$ cat src/rtl/bus_arbiter_pkg.sv
// Shared definitions for the bus arbiter: default bus widths, well-known
// master indices and a width helper used for index and counter sizing.
package bus_arbiter_pkg;

    localparam int DEF_ADDR_W = 8;
    localparam int DEF_DATA_W = 8;

    // Fixed master slots: the CPU always sits on port 0, first DMA on port 1.
    localparam int MASTER_CPU = 0;
    localparam int MASTER_DMA = 1;

    // Width of the owner output port.
    localparam int OWNER_W = 2;

    // Smallest width w (at least 1) such that 2**w >= n.
    function automatic int idx_width(input int n);
        int w = 1;
        while ((1 << w) < n) begin
            w = w + 1;
        end
        return w;
    endfunction

endpackage

$ cat src/rtl/bus_arbiter_rr_priority_picker.sv
// Combinational round-robin picker: returns the first eligible requester
// scanning upward from ptr with wrap-around, as a one-hot grant plus index.
module rr_priority_picker
    import bus_arbiter_pkg::*;
#(
    parameter int N     = 2,
    parameter int IDX_W = idx_width(N)
) (
    input  logic [N-1:0]     req,
    input  logic [IDX_W-1:0] ptr,
    input  logic [N-1:0]     exclude,
    output logic [N-1:0]     grant,
    output logic [IDX_W-1:0] idx,
    output logic             any
);

    logic [N-1:0]     eligible;
    logic [2*N-1:0]   doubled;
    logic [N-1:0]     rotated;
    logic [IDX_W-1:0] offset;
    logic [IDX_W:0]   sum;

    // A master is eligible when it requests and is not masked out.
    generate
        for (genvar gi = 0; gi < N; gi++) begin : g_elig
            assign eligible[gi] = req[gi] & ~exclude[gi];
        end
    endgenerate

    // Rotate so that bit k corresponds to master (ptr + k) mod N.
    assign doubled = {eligible, eligible};
    assign rotated = N'(doubled >> ptr);

    // Find the lowest set bit of the rotated vector (closest to ptr).
    always_comb begin
        any    = 1'b0;
        offset = '0;
        for (int k = N - 1; k >= 0; k--) begin
            if (rotated[k]) begin
                any    = 1'b1;
                offset = IDX_W'(k);
            end
        end
    end

    // Map the rotated offset back to an absolute master index.
    always_comb begin
        sum = {1'b0, ptr} + {1'b0, offset};
        if (sum >= (IDX_W + 1)'(N)) begin
            idx = IDX_W'(sum - (IDX_W + 1)'(N));
        end else begin
            idx = IDX_W'(sum);
        end
    end

    generate
        for (genvar gi = 0; gi < N; gi++) begin : g_grant
            assign grant[gi] = any && (idx == IDX_W'(gi));
        end
    endgenerate

endmodule

$ cat src/rtl/bus_arbiter.sv
// Shared data bus arbiter: zero-latency grant, ownership held while the
// request stays high, round-robin rotation on release and a hold limit
// that forces hand-over when another master is waiting.
module bus_arbiter
    import bus_arbiter_pkg::*;
#(
    parameter int NUM_MASTERS = 2,
    parameter int ADDR_W      = DEF_ADDR_W,
    parameter int DATA_W      = DEF_DATA_W,
    parameter int MAX_HOLD    = 16
) (
    input  logic                          clk,
    input  logic                          rst,
    input  logic [NUM_MASTERS-1:0]        m_req,
    output logic [NUM_MASTERS-1:0]        m_grant,
    input  logic [NUM_MASTERS*ADDR_W-1:0] m_addr,
    input  logic [NUM_MASTERS*DATA_W-1:0] m_wr_data,
    input  logic [NUM_MASTERS-1:0]        m_wr,
    input  logic [NUM_MASTERS-1:0]        m_rd,
    output logic [ADDR_W-1:0]             s_addr,
    output logic [DATA_W-1:0]             s_wr_data,
    output logic                          s_wr,
    output logic                          s_rd,
    output logic                          bus_busy,
    output logic [OWNER_W-1:0]            owner
);

    localparam int IDX_W    = idx_width(NUM_MASTERS);
    localparam int HOLD_W   = idx_width(MAX_HOLD + 1);
    // With an unlimited hold the counter value is irrelevant; park it at 1.
    localparam int HOLD_SAT = (MAX_HOLD == 0) ? 1 : MAX_HOLD;

    generate
        if (NUM_MASTERS < 2 || NUM_MASTERS > 4) begin : g_bad_num_masters
            $error("bus_arbiter: NUM_MASTERS must be in 2..4");
        end
    endgenerate

    logic [IDX_W-1:0]  rr_ptr_reg,   rr_ptr_next;
    logic              locked_reg,   locked_next;
    logic [IDX_W-1:0]  lock_idx_reg, lock_idx_next;
    logic [HOLD_W-1:0] hold_cnt_reg, hold_cnt_next;

    logic [NUM_MASTERS-1:0] lock_onehot;
    logic [NUM_MASTERS-1:0] exclude;
    logic [NUM_MASTERS-1:0] pick_grant;
    logic [IDX_W-1:0]       pick_idx;
    logic                   pick_any;
    logic                   others_req;
    logic                   hold_full;
    logic                   expired;
    logic                   keep;
    logic [NUM_MASTERS-1:0] grant_raw;
    logic [IDX_W-1:0]       grant_idx;
    logic                   grant_any;
    logic [IDX_W-1:0]       owner_idx;

    logic [ADDR_W-1:0] addr_term [NUM_MASTERS];
    logic [DATA_W-1:0] data_term [NUM_MASTERS];

    generate
        for (genvar gi = 0; gi < NUM_MASTERS; gi++) begin : g_lock_onehot
            assign lock_onehot[gi] = (lock_idx_reg == IDX_W'(gi));
        end
    endgenerate

    // Hold expiry and the decision whether the current owner keeps the bus.
    always_comb begin
        others_req = |(m_req & ~lock_onehot);
        hold_full  = (MAX_HOLD != 0) && (hold_cnt_reg == HOLD_W'(HOLD_SAT));
        expired    = locked_reg && hold_full && others_req;
        keep       = locked_reg && (|(m_req & lock_onehot)) && !expired;
        exclude    = expired ? lock_onehot : '0;
    end

    rr_priority_picker #(
        .N     (NUM_MASTERS),
        .IDX_W (IDX_W)
    ) u_picker (
        .req     (m_req),
        .ptr     (rr_ptr_reg),
        .exclude (exclude),
        .grant   (pick_grant),
        .idx     (pick_idx),
        .any     (pick_any)
    );

    // Final grant; reset suppresses it combinationally in the same cycle.
    always_comb begin
        grant_raw = keep ? lock_onehot : pick_grant;
        grant_idx = keep ? lock_idx_reg : pick_idx;
        grant_any = keep | pick_any;
        m_grant   = rst ? '0 : grant_raw;
        bus_busy  = |m_grant;
        owner_idx = bus_busy ? grant_idx : '0;
        owner     = OWNER_W'(owner_idx);
        s_wr      = m_wr[owner_idx] & bus_busy;
        s_rd      = m_rd[owner_idx] & bus_busy;
    end

    // AND-OR mux terms: a non-granted master contributes all zeros.
    generate
        for (genvar gi = 0; gi < NUM_MASTERS; gi++) begin : g_mux_terms
            assign addr_term[gi] = m_addr[gi*ADDR_W +: ADDR_W] & {ADDR_W{m_grant[gi]}};
            assign data_term[gi] = m_wr_data[gi*DATA_W +: DATA_W] & {DATA_W{m_grant[gi]}};
        end
    endgenerate

    // OR-combine the masked address and write data onto the slave side.
    always_comb begin
        s_addr    = '0;
        s_wr_data = '0;
        for (int i = 0; i < NUM_MASTERS; i++) begin
            s_addr    = s_addr | addr_term[i];
            s_wr_data = s_wr_data | data_term[i];
        end
    end

    // Ownership, hold counter and priority pointer updates.
    always_comb begin
        rr_ptr_next   = rr_ptr_reg;
        locked_next   = locked_reg;
        lock_idx_next = lock_idx_reg;
        hold_cnt_next = hold_cnt_reg;
        if (grant_any) begin
            locked_next   = 1'b1;
            lock_idx_next = grant_idx;
            if (locked_reg && (grant_idx == lock_idx_reg)) begin
                if (hold_cnt_reg != HOLD_W'(HOLD_SAT)) begin
                    hold_cnt_next = hold_cnt_reg + HOLD_W'(1);
                end
            end else begin
                hold_cnt_next = HOLD_W'(1);
            end
        end else begin
            locked_next   = 1'b0;
            hold_cnt_next = '0;
        end
        // The previous owner lost the bus: the master after it gets top priority.
        if (locked_reg && !(grant_any && (grant_idx == lock_idx_reg))) begin
            if (lock_idx_reg == IDX_W'(NUM_MASTERS - 1)) begin
                rr_ptr_next = '0;
            end else begin
                rr_ptr_next = lock_idx_reg + IDX_W'(1);
            end
        end
    end

    // State register with synchronous reset; CPU has top priority after reset.
    always_ff @(posedge clk) begin
        if (rst) begin
            rr_ptr_reg   <= IDX_W'(MASTER_CPU);
            locked_reg   <= 1'b0;
            lock_idx_reg <= '0;
            hold_cnt_reg <= '0;
        end else begin
            rr_ptr_reg   <= rr_ptr_next;
            locked_reg   <= locked_next;
            lock_idx_reg <= lock_idx_next;
            hold_cnt_reg <= hold_cnt_next;
        end
    end

endmodule

$ cat config.mk
export PLATFORM = sky130hd
export DESIGN_NAME = bus_arbiter
export DESIGN_NICKNAME = d
export VERILOG_FILES = /design/src/rtl/bus_arbiter_pkg.sv /design/src/rtl/bus_arbiter_rr_priority_picker.sv /design/src/rtl/bus_arbiter.sv
export SDC_FILE = /design/constraint.sdc
export NUM_CORES = 1
export LEC_CHECK = 0
export CAP_MARGIN = 10
export CORE_UTILIZATION = 36
export DETAILED_ROUTE_END_ITERATION = 8
export PLACE_DENSITY = 0.83
export RECOVER_POWER = 50
export SYNTH_ARGS = -nofsm -noshare
export SYNTH_HDL_FRONTEND = slang
export SYNTH_SLANG_ARGS = --single-unit
$ cat constraint.sdc
create_clock -name clk -period 9.4 [get_ports clk]
set_input_delay 2.82 -clock clk [delete_from_list [all_inputs] [get_ports clk]]
set_output_delay 2.82 -clock clk [all_outputs]
set_load 0.03 [all_outputs]
======== Word-level counts from Yosys, hierarchy flattened ========
Cells that the tools add are included.
operators by class
  reduce and logical (&&, ||, !) cells .... 16
  muxes and demuxes ....................... 17
  order comparisons ....................... 2
  equal/unequal tests ..................... 4
  bitwise operators ....................... 20
  shifts and indexed selects .............. 1
  $add $sub $neg .......................... 4
operators by type and width
  operator             count
  $and 8x8->8          4
  $or 8x8->8           2
  $mux 1               14
  $logic_and 1x1->1    9
  $reduce_or 2->1      4
  $mux 2               3
  $not 1->1            6
  $add 5x1->5 const B  1
  $eq 5x5->1 const B   1
  $ne 5x5->1 const B   1
  $and 1x1->1          4
  $and 2x2->2          2
  $shr 4x1->2          1
  $reduce_or 3->1      1
  $add 1x1->2          1
  $ge 2x2->1 const B   1
  $logic_not 1->1      2
  $lt 1x2->1 const B   1
  $ne 2x1->1 const B   1
  $not 2->2            1
  $add 1x1->1 const B  1
  $eq 1x1->1           1
  $or 1x1->1           1
  $sub 1x1->1 const B  1
storage, ports and cells
  logic and storage cells ................. 69
  bits of input ports ..................... 40
  register bits after elaboration ......... 8
  output and inout bits ................... 23

======== Logic depth before layout (Yosys ltp) ========
Gate-level depths: netlist (run 1).
  depth in word-level cells ............... 23
  mapped depth ............................ 8
  mapped depth without buffers ............ 6

======== Cells and area by module ========
From an unflattened synthesis (run 1), not the netlist that was laid out.
unflattened totals
  cells, all modules ...................... 143
  area, all modules ....................... 983.4 sq um
modules (own cells, without submodules)
  module              sequential area each (sq um)  instances  cells an instance  area each (sq um)
  bus_arbiter         160.2                         1          136                939.7
  rr_priority_picker  0.0                           1          7                  43.8

======== Least setup slack after synthesis (run 1) ========
No wires, ideal clock.
  path type ............................... input to output
  from .................................... input port m_req[1]
  to ...................................... output port s_addr[0]
  setup slack ............................. 2,265 ps
  cell stages on the path ................. 6
  required time ........................... 6,580 ps
  buffers on the path ..................... 2
  arrival time ............................ 4,315 ps
  path through ............................ buf_6 and3_1 mux2_4 nor4_4 buf_6 a22o_1
between the ends
  cells in the longest elaborated chain, start to end .. 18
  elaborated cells on any way between the ends .. 29
  those cells by class .................... add/sub (2); order compare (1); shift (1); mux (7); bitwise (10); reduce/logical (8)
RTL lines
  item                  line                                  source
  start: declaration    bus_arbiter.sv:14                     input logic [NUM_MASTERS-1:0] m_req,
  $and 2x2->2           bus_arbiter.sv:69                     others_req = |(m_req & ~lock_onehot);
  $reduce_or 2->1       bus_arbiter.sv:69
  $logic_and 1x1->1     bus_arbiter.sv:71                     expired = locked_reg && hold_full && others_req;
  $mux 2                bus_arbiter.sv:73                     exclude = expired ? lock_onehot : '0;
  $not 1->1             bus_arbiter_rr_priority_picker.sv:26  assign eligible[gi] = req[gi] & ~exclude[gi];
  $and 1x1->1           bus_arbiter_rr_priority_picker.sv:26
  $shr 4x1->2           bus_arbiter_rr_priority_picker.sv:32  assign rotated = N'(doubled >> ptr);
  $mux 1 (2 in series)  bus_arbiter_rr_priority_picker.sv:39  if (rotated[k]) begin
  [2 not listed]        n/a
  $mux 1                bus_arbiter_rr_priority_picker.sv:49  if (sum >= (IDX_W + 1)'(N)) begin
  $not 1->1             bus_arbiter_rr_priority_picker.sv:58  assign grant[gi] = any && (idx == IDX_W'(gi));
  $logic_and 1x1->1     bus_arbiter_rr_priority_picker.sv:58
  $mux 2 (*)            bus_arbiter.sv:90                     grant_raw = keep ? lock_onehot : pick_grant;
  $mux 2 (*)            bus_arbiter.sv:93                     m_grant = rst ? '0 : grant_raw;
  via m_grant[0]        bus_arbiter.sv:15                     output logic [NUM_MASTERS-1:0] m_grant,
  $and 8x8->8 (*)       bus_arbiter.sv:104                    assign addr_term[gi] = m_addr[gi*ADDR_W +: ADDR_W] & {ADDR_W{m_grant[gi]}};
  $or 8x8->8 (*)        bus_arbiter.sv:114                    s_addr = s_addr | addr_term[i];
  end: declaration      bus_arbiter.sv:20                     output logic [ADDR_W-1:0] s_addr,
The timed path passes the listed nets; every way through them passes the cells marked *.

======== Worst setup path after layout (run 1) ========
  from .................................... input port m_req[0]
  to ...................................... output port s_addr[6]
between the ends
  cells in the longest elaborated chain, start to end .. 18
  elaborated cells on any way between the ends .. 29
  those cells by class .................... add/sub (2); order compare (1); shift (1); mux (7); bitwise (10); reduce/logical (8)
RTL lines
  item                                              line                                                                        source
  $and 2x2->2                                       bus_arbiter.sv:69
  $reduce_or 2->1                                   bus_arbiter.sv:69
  $logic_and 1x1->1                                 bus_arbiter.sv:71
  $mux 2                                            bus_arbiter.sv:73
  $not 1->1                                         bus_arbiter_rr_priority_picker.sv:26
  $and 1x1->1                                       bus_arbiter_rr_priority_picker.sv:26
  $shr 4x1->2                                       bus_arbiter_rr_priority_picker.sv:32
  $mux 1 (2 in series)                              bus_arbiter_rr_priority_picker.sv:39
  $add 1x1->2                                       bus_arbiter_rr_priority_picker.sv:48                                        sum = {1'b0, ptr} + {1'b0, offset};
  $ge 2x2->1 / $sub 1x1->1 (equally long branches)  bus_arbiter_rr_priority_picker.sv:49, bus_arbiter_rr_priority_picker.sv:50
  $mux 1                                            bus_arbiter_rr_priority_picker.sv:49
  $not 1->1                                         bus_arbiter_rr_priority_picker.sv:58
  $logic_and 1x1->1                                 bus_arbiter_rr_priority_picker.sv:58
  $mux 2 (*)                                        bus_arbiter.sv:90
  $mux 2 (*)                                        bus_arbiter.sv:93
  $and 8x8->8                                       bus_arbiter.sv:104
  $or 8x8->8 (*)                                    bus_arbiter.sv:114
Every way passes the cells marked *; elsewhere a longest branch is shown, timed or not.

==> flow_summary.json, run 1 <==
{
  "status": "complete, no violations",
  "p_comb_share_pct": 52.1,
  "arrival_ns": 5.86,
  "synth_edf_count": 0,
  "ys_ff_latch": 8,
  "gp_congestion": 0.860,
  "finalCriticalPeriod_ns": 8.68,
  "grt_pass1_vias": 896,
  "grt_overflow": 0,
  "cts_setup_buffers": 0,
  "grt_util_all_layers_pct": 23.2,
  "setup_tns_ns": 0,
  "drc_errors": 0,
  "synth_cell_types": 41,
  "antenna_found_initial": 0,
  "critPathLaunchType": "input port",
  "grt_max_degree": 18,
  "worstSetupPathType": "in2out",
  "crit_family": "buffers and inverters",
  "start_util_pct": 39.8,
  "p_per_area_nw_per_um2": 92.9,
  "ys_seq_area_share_pct": 19.7,
  "p_leak_nw": 0.545,
  "cp.required_ns": 6.58,
  "drt_first_pass_iters": 4,
  "skew_ns": 0.000345,
  "tightest_slew_ns": 0.846,
  "maxSlewHeadroom_pct": 43.2,
  "die_area_sq_um": 2450,
  "synth-async-reset-ratio_pct": 0,
  "cpMaxStageDelayCell": "dlygate4sd3_1",
  "syn-num-nets": 138,
  "maxSlewViolCount": 0,
  "path_cells": "dlygate4sd3_1 -> clkinv_1 -> o21ai_0 -> a31oi_2 -> a22o_1 -> clkdlybuf4s50_1",
  "insertion_delay_ns": 0.24,
  "switching_power_mw": 0.0458,
  "drive_above_1_share_pct": 6.58,
  "ant_nets": 0,
  "drt-vias-per-instance": 5.49,
  "clk_pin_slew_ns": 0.05,
  "largest_register_ffs": 5,
  "synth_area_per_cell_sq_um": 8.46,
  "slowest_delay_ns": 0.71,
  "end_kind": "output port",
  "cts-root-buf": "clkbuf_4",
  "crit_buf_inv": 3,
  "syn_to_final_growth_pct": 72.9,
  "ys_warn_count": 0,
  "drt-total-wl_um": 2840,
  "hpwl_um": 2280,
  "layout_commonest_cell": "clkdlybuf4s50_1",
  "die_w_um": 49.5,
  "rows": 16,
  "layout_common_cells": "clkdlybuf4s50_1, a22o_1, dfxtp_1, dlygate4sd3_1, inv_1",
  "diodes": 0,
  "swShare_pct": 35.1,
  "cts.sinks": 8,
  "ir_drop_uv": 93.0,
  "netlist_area_sq_um": 812,
  "min_period_over_period_pct": 92.4,
  "tritoncts": "yes",
  "setup_ws_ns": 0.719,
  "port_buffers": 61,
  "coreArea_sq_um": 2040,
  "hold_viol": 0,
  "place_ws_ns": 0.986,
  "ios": 63,
  "synth_cells": 96,
  "dr_total_vias": 982,
  "maxCapViolations": 0,
  "cts_resized": 0,
  "hp-class": "reg2reg",
  "grt_pass1_wl_um": 4430,
  "rsz0062_at_grt": "false",
  "cp_max_fo": 17,
  "nets": 196,
  "cts_made_buffers": 3,
  "report.final.setup_viol": 0,
  "p_seq_share_pct": 29.2,
  "clock_power_share_pct": 18.7,
  "hold_buffers": 0,
  "drtIter0Drc": 20,
  "clk_path_buf_depth": 2,
  "htreeDepth": 1,
  "internal_power_mw": 0.0847,
  "synthFlopType": "dfxtp_1",
  "clock.fmax_ghz": 0.115,
  "drt-wirelength-per-cell_um": 15.9,
  "fp.dieH_um": 49.5,
  "utilization_pct": 68.8
}
logic make-up after synthesis:
group           synth area share [%]
xor+xnor                        3.24
compound gates                  34.5
fa+ha+maj                       3.08
flops                           19.7
simple gates                    21.1
buf+inv                         11.9
mux                             6.01
other cells                    0.462
Yosys cell counts, drive strengths merged, types with 3 or more instances:
master  count  share of area [%]
a21oi       4                2.5
buf         7                7.5
nand2       5                2.3
nor2        4                1.8
nor3        5                3.1
dfxtp       8                 20
a22o       16                 17
inv         6                2.8
mux2i       3                4.2
a31oi       3                4.2
final timing paths:
| kind | slack [ns] | depth (start not counted) | end | from |
|---|---|---|---|---|
| worst max-delay path | 0.72 | 6 | s_addr[6] | m_req[0] |
| worst max register to register | 7.57 | 7 | hold_cnt_reg[1]$_SDFFE_PP0P_ | hold_cnt_reg[0]$_SDFFE_PP0P_ |
| worst min register to register | 0.57 | 2 | rr_ptr_reg$_SDFFE_PP0P_ | rr_ptr_reg$_SDFFE_PP0P_ |
| worst min-delay path | 0.57 | 2 | rr_ptr_reg$_SDFFE_PP0P_ | rr_ptr_reg$_SDFFE_PP0P_ |
per-layer routing:
layer	wire (um)	GRT usage, %	vias to the layer above
met5	0	0	-
met4	0	5.71	0
met3	253	4.32	0
met2	1370	40.9	41
met1	1220	28.8	464
li1	-	-	477
through the flow:
stage          std cells  hold slack, ns  cell area [sq um]  total power [mW]
2_1_floorplan         96           0.514                812            0.0760
3_3_place_gp         176           0.549               1390             0.107
3_5_place_dp         176           0.558               1390             0.108
4_1_cts              179           0.573               1420             0.133
5_1_grt              179           0.594               1400             0.137
6_report             179           0.565               1400             0.130
worst min-delay path, cell delays in order (launching register included):
cell	delay [ns]
dfxtp_1	0.35
nand2_1	0.07
a31oi_1	0.08
layout make-up:
type,count,area (sq um)
Clock buffer,3,22.5
Tap cell,27,33.8
Inverter,7,26.3
Sequential cell,8,160
Fill cell,197,638
Timing Repair Buffer,62,618
Multi-Input combinational cell,72,543
power by group through the flow:
stage               Clock [mW]  Combinational [mW]  Sequential [mW]
finish                  0.0244              0.0680           0.0381
global route            0.0271              0.0719           0.0384
CTS                     0.0258              0.0695           0.0381
detailed placement           0              0.0691           0.0388
global placement             0              0.0682           0.0386
floorplan                    0              0.0383           0.0376
No activity file was read; power rests on OpenSTA's default activity.
==> run 2, diff against run 1 <==
--- a/config.mk
+++ b/config.mk
@@ -5,10 +5,10 @@
 export SDC_FILE = /design/constraint.sdc
 export NUM_CORES = 1
 export LEC_CHECK = 0
-export CAP_MARGIN = 10
-export CORE_UTILIZATION = 36
+export CAP_MARGIN = 20
+export CORE_UTILIZATION = 33
 export DETAILED_ROUTE_END_ITERATION = 8
-export PLACE_DENSITY = 0.83
+export PLACE_DENSITY = 0.77
 export RECOVER_POWER = 50
 export SYNTH_ARGS = -nofsm -noshare
 export SYNTH_HDL_FRONTEND = slang
==> constraint.sdc (replaced) <==
create_clock -name clk -period 8.36 [get_ports clk]
set_input_delay 2.508 -clock clk [delete_from_list [all_inputs] [get_ports clk]]
set_output_delay 2.508 -clock clk [all_outputs]
set_load 0.03 [all_outputs]
==> run 2 against run 1 <==
Effect of this change: clock power increased by 18%; routed wire length decreased by 5.5%; via count decreased by 1.4%; non-clock buffer count unchanged; core utilization decreased by 6.8 points; register-to-register slack got worse by 1.5 ns; sequential share of layout area about the same; cell count increased by 0.56%; sequential power increased by 13%; first-iteration DRC count increased by 5.0%; hold slack improved by 0.0089 ns; final area increased by 0.36%; largest cell class unchanged.
==> flow_summary.json, run 2 (synthesized netlist as in run 1, its figures left out) <==
{
  "status": "complete, no violations",
  "finalCriticalPeriod_ns": 7.83,
  "setup_tns_ns": 0,
  "drtIter0Drc": 21,
  "clk_pin_slew_ns": 0.05,
  "rsz0062_at_grt": "false",
  "gp_congestion": 0.877,
  "cts_made_buffers": 3,
  "grt_pass1_vias": 875,
  "syn_to_final_growth_pct": 73.5,
  "cp_max_fo": 17,
  "cts.sinks": 8,
  "port_buffers": 61,
  "drt-wirelength-per-cell_um": 14.9,
  "grt_util_all_layers_pct": 19.7,
  "critPathLaunchType": "input port",
  "hpwl_um": 2160,
  "dr_total_vias": 968,
  "coreArea_sq_um": 2280,
  "diodes": 0,
  "ir_drop_uv": 112,
  "tightest_slew_ns": 0.991,
  "grt_pass1_wl_um": 3870,
  "cts-root-buf": "clkbuf_4",
  "fin_cells": 180,
  "grt_overflow": 0,
  "drt_first_pass_iters": 4,
  "r2r_cells": 6,
  "n_fill_cell": 199,
  "htreeDepth": 1,
  "rows": 17,
  "start_util_pct": 35.7,
  "place_ws_ns": 0.885,
  "hold_viol": 0,
  "r2r_slack_ns": 6.03,
  "cp.required_ns": 5.85,
  "insertion_delay_ns": 0.26,
  "drive_above_1_share_pct": 7.24,
  "setup_ws_ns": 0.534,
  "tritoncts": "yes",
  "maxSlewViolCount": 0,
  "reg2reg_to": "hold_cnt_reg[2]$_SDFFE_PP0P_",
  "p_per_area_nw_per_um2": 105,
  "die_w_um": 51.6,
  "hold_buffers": 0,
  "maxSlewHeadroom_pct": 33.0,
  "cts_setup_buffers": 0,
  "r2r_start": "hold_cnt_reg[0]$_SDFFE_PP0P_",
  "fp.dieH_um": 51.6,
  "layout_common_cells": "clkdlybuf4s50_1, a22o_1, dfxtp_1, dlygate4sd3_1, inv_1",
  "grt_max_degree": 18,
  "worst_hold_path.num_cells": 2,
  "nets": 196,
  "largest_register_ffs": 5,
  "skew_ns": 0.0102,
  "min_from": "hold_cnt_reg[1]$_SDFFE_PP0P_",
  "drt-vias-per-instance": 5.38,
  "arrival_ns": 5.32,
  "ant_nets": 0,
  "maxCapViolations": 0,
  "min_period_over_period_pct": 93.6,
  "layout_commonest_cell": "clkdlybuf4s50_1",
  "die_area_sq_um": 2660,
  "report.final.setup_viol": 0,
  "dp_cells": 177,
  "hp-class": "reg2reg",
  "antenna_found_initial": 0,
  "hold_end": "hold_cnt_reg[1]$_SDFFE_PP0P_",
  "drc_errors": 0,
  "clock.fmax_ghz": 0.128,
  "end_kind": "output port",
  "cts_resized": 0,
  "ios": 63,
  "clk_path_buf_depth": 2,
  "worstSetupPathType": "in2out",
  "drt-total-wl_um": 2680,
  "p_leak_nw": 0.547
}
-- run 2: cell type report --
class	instances	area [sq um]	area share, %
multi-input combinational	72	547	38.8
timing repair buffer	62	618	43.9
tap	28	35.0	2.49
inverter	7	26.3	1.87
clock buffer	3	22.5	1.60
sequential	8	160	11.4
-- run 2: worst max path at each step --
stage / from / end / depth (start not counted)
2_1_floorplan: m_req[1] / s_addr[0] / 6
3_3_place_gp: m_req[1] / s_addr[1] / 7
3_5_place_dp: m_req[1] / s_addr[1] / 7
4_1_cts: m_req[0] / s_addr[1] / 6
5_1_grt: m_req[1] / s_addr[5] / 6
6_report: m_req[1] / s_addr[5] / 6
-- run 2: report_power, final --
part / internal (mW) / switching (mW) / leakage (nW) / total [mW]
Sequential: 0.0400 / 0.00309 / 0.0656 / 0.0431
Clock: 0.0164 / 0.0124 / 0.0138 / 0.0288
Combinational: 0.0392 / 0.0371 / 0.467 / 0.0764
Total: 0.0956 / 0.0526 / 0.547 / 0.148
-- run 2: critical path: stages --
cell and delay [ns]:
dlygate4sd3_1 0.74, nor2_1 0.08, or2_2 0.35, a31oi_2 0.65, a22o_1 0.24, dlygate4sd3_1 0.74
-- run 2: through the flow --
step / utilization (%) / power, mW / hold WS (ns) / area, sq um
finish: 61.9 / 0.148 / 0.574 / 1410
detailed placement: 61.3 / 0.122 / 0.572 / 1400
floorplan: - / 0.0854 / 0.514 / 812
global placement: 61.3 / 0.121 / 0.549 / 1400
global route: 61.9 / 0.155 / 0.611 / 1410
CTS: 62.3 / 0.151 / 0.580 / 1420
-- run 2: metal layers --
layer  track usage [%]  up-vias  part of all wire [%]
met5                 0        -                     0
met4              9.46        0                   1.5
met3              4.39        4                   9.4
met2              32.7       41                    46
met1              23.9      447                    43
li1                  -      476                     -
==> run 3, diff against run 2 <==
--- a/config.mk
+++ b/config.mk
@@ -6,8 +6,10 @@
 export NUM_CORES = 1
 export LEC_CHECK = 0
 export CAP_MARGIN = 20
+export CORE_ASPECT_RATIO = 0.6
 export CORE_UTILIZATION = 33
 export DETAILED_ROUTE_END_ITERATION = 8
+export MAX_ROUTING_LAYER = met4
 export PLACE_DENSITY = 0.77
 export RECOVER_POWER = 50
 export SYNTH_ARGS = -nofsm -noshare
==> run 3 against run 2 <==
Effect of this change: maximum frequency is 0.40% lower; global-route usage increased by 0.93 points; clock skew decreased by 0.0096 ns; routed wire length is 5.3% higher; clock-buffer cell count did not move; highest routed layer is now met3; core utilization rose by 2.1 points; register-to-register slack better by 0.48 ns; combinational power grew 0.5%; total power up 12%; critical path depth unchanged.
==> flow_summary.json, run 3 (synthesized netlist as in run 1, its figures left out) <==
{
  "cp.required_ns": 5.85,
  "report.final.setup_viol": 0,
  "insertion_delay_ns": 0.23,
  "use_met2_pct": 30.9,
  "cts_made_buffers": 3,
  "hold_end": "hold_cnt_reg[4]$_SDFFE_PP0P_",
  "r2r_slack_ns": 6.51,
  "layout_commonest_cell": "clkdlybuf4s50_1",
  "p_per_area_nw_per_um2": 115,
  "grt_pass1_wl_um": 3820,
  "start_util_pct": 36.2,
  "die_w_um": 66.0,
  "setup_tns_ns": 0,
  "grt_pass1_vias": 746,
  "end_kind": "output port",
  "drt-total-wl_um": 2830,
  "r2r_start": "hold_cnt_reg[0]$_SDFFE_PP0P_",
  "gp_congestion": 0.834,
  "drc_errors": 0,
  "drt_first_pass_iters": 4,
  "worstSetupPathType": "in2out",
  "reg2reg_to": "hold_cnt_reg[2]$_SDFFE_PP0P_",
  "skew_ns": 0.000613,
  "maxSlewHeadroom_pct": 44.5,
  "nets": 197,
  "ant_nets": 0,
  "finalPower_mw": 0.165,
  "grt_util_all_layers_pct": 20.7,
  "maxSlewViolCount": 0,
  "worst_hold_path.num_cells": 2,
  "min_period_over_period_pct": 94.0,
  "tritoncts": "yes",
  "ir_drop_uv": 78.5,
  "drive_above_1_share_pct": 7.84,
  "drt-wirelength-per-cell_um": 15.4,
  "tightest_slew_ns": 0.830,
  "hold_buffers": 0,
  "hpwl_um": 2300,
  "coreArea_sq_um": 2240,
  "hp-class": "reg2reg",
  "syn_to_final_growth_pct": 77.0,
  "clk_pin_slew_ns": 0.04,
  "drt-vias-per-instance": 5.11,
  "clock.fmax_ghz": 0.127,
  "top_usage_layer": "met2",
  "dr_total_vias": 935,
  "min_from": "hold_cnt_reg[4]$_SDFFE_PP0P_",
  "cp_common_cell": "dlygate4sd3_1",
  "met1_usage_pct": 28.4,
  "port_buffers": 61,
  "arrival_ns": 5.35,
  "drtIter0Drc": 72,
  "dp_cells": 180,
  "utilization_pct": 64.0,
  "path_cells": "dlygate4sd3_1 -> nor2_1 -> or2_2 -> a31oi_2 -> a22o_1 -> dlygate4sd3_1",
  "place_ws_ns": 0.873,
  "clk_path_buf_depth": 2,
  "use_met3_pct": 5.11,
  "fp.dieH_um": 40.4,
  "cpMaxStageDelayCell": "dlygate4sd3_1",
  "cts-root-buf": "clkbuf_8",
  "cts.sinks": 8,
  "critPathLaunchType": "input port",
  "p_leak_nw": 0.560,
  "maxCapViolations": 0,
  "status": "complete, no violations",
  "rsz0062_at_grt": "false",
  "largest_register_ffs": 5,
  "slowest_delay_ns": 0.74,
  "die_area_sq_um": 2670,
  "setup_ws_ns": 0.503,
  "htreeDepth": 1,
  "fin_cells": 183,
  "grt_overflow": 0,
  "cts_setup_buffers": 0,
  "hold_viol": 0,
  "r2r_cells": 7,
  "ios": 63,
  "cts_resized": 0,
  "antenna_found_initial": 0,
  "grt_max_degree": 18,
  "cp_max_fo": 17,
  "diodes": 0,
  "layout_common_cells": "clkdlybuf4s50_1, a22o_1, dfxtp_1, dlygate4sd3_1, inv_1",
  "finalCriticalPeriod_ns": 7.86,
  "rows": 13
}
run 3: cell types whose count changed in the layout (fill, tap and decap cells not counted), sizes merged:
cell and change:
buf +1
run 3: final cells by class:
type	instances	area (sq um)
fillers	209	807
repair buffers	63	626
multi-input cells	72	547
flip-flops and latches	8	160
clock buffers	3	41.3
well taps	30	37.5
inverters	7	26.3
run 3: through the flow:
| stage | area, sq um | hold slack [ns] |
|---|---|---|
| detailed placement | 1410 | 0.561 |
| floorplan | 812 | 0.514 |
| finish | 1440 | 0.568 |
| global placement | 1410 | 0.553 |
| global route | 1440 | 0.614 |
| CTS | 1450 | 0.574 |
run 3: how the worst max path moves through the flow:
stage,to,cells after the start,startpoint,slack (ns)
2_1_floorplan,s_addr[0],6,m_req[1],1.85
3_5_place_dp,s_addr[0],6,m_req[0],0.87
5_1_grt,s_wr_data[1],6,m_req[1],0.41
3_3_place_gp,s_addr[7],7,m_req[1],0.94
4_1_cts,s_addr[0],6,m_req[0],0.87
6_report,s_wr_data[1],6,m_req[1],0.50
run 3: critical path: cells and delay by family:
kind	cells	cell delay (ns)
buffers and inverters	2	1.48
AO/OA/AOI/OAI	2	0.92
AND/OR/NAND/NOR	2	0.43
run 3: power by group:
group / switching (mW) / leakage [nW] / internal (mW)
Clock: 0.0143 / 0.0216 / 0.0311
Combinational: 0.0374 / 0.473 / 0.0394
Sequential: 0.00317 / 0.0656 / 0.0401
Total: 0.0549 / 0.560 / 0.111
run 3: metal layers:
metal	up-vias	wire length, um
met2	18	1450
met5	-	0
met4	0	0
met3	0	78
li1	479	-
met1	438	1290
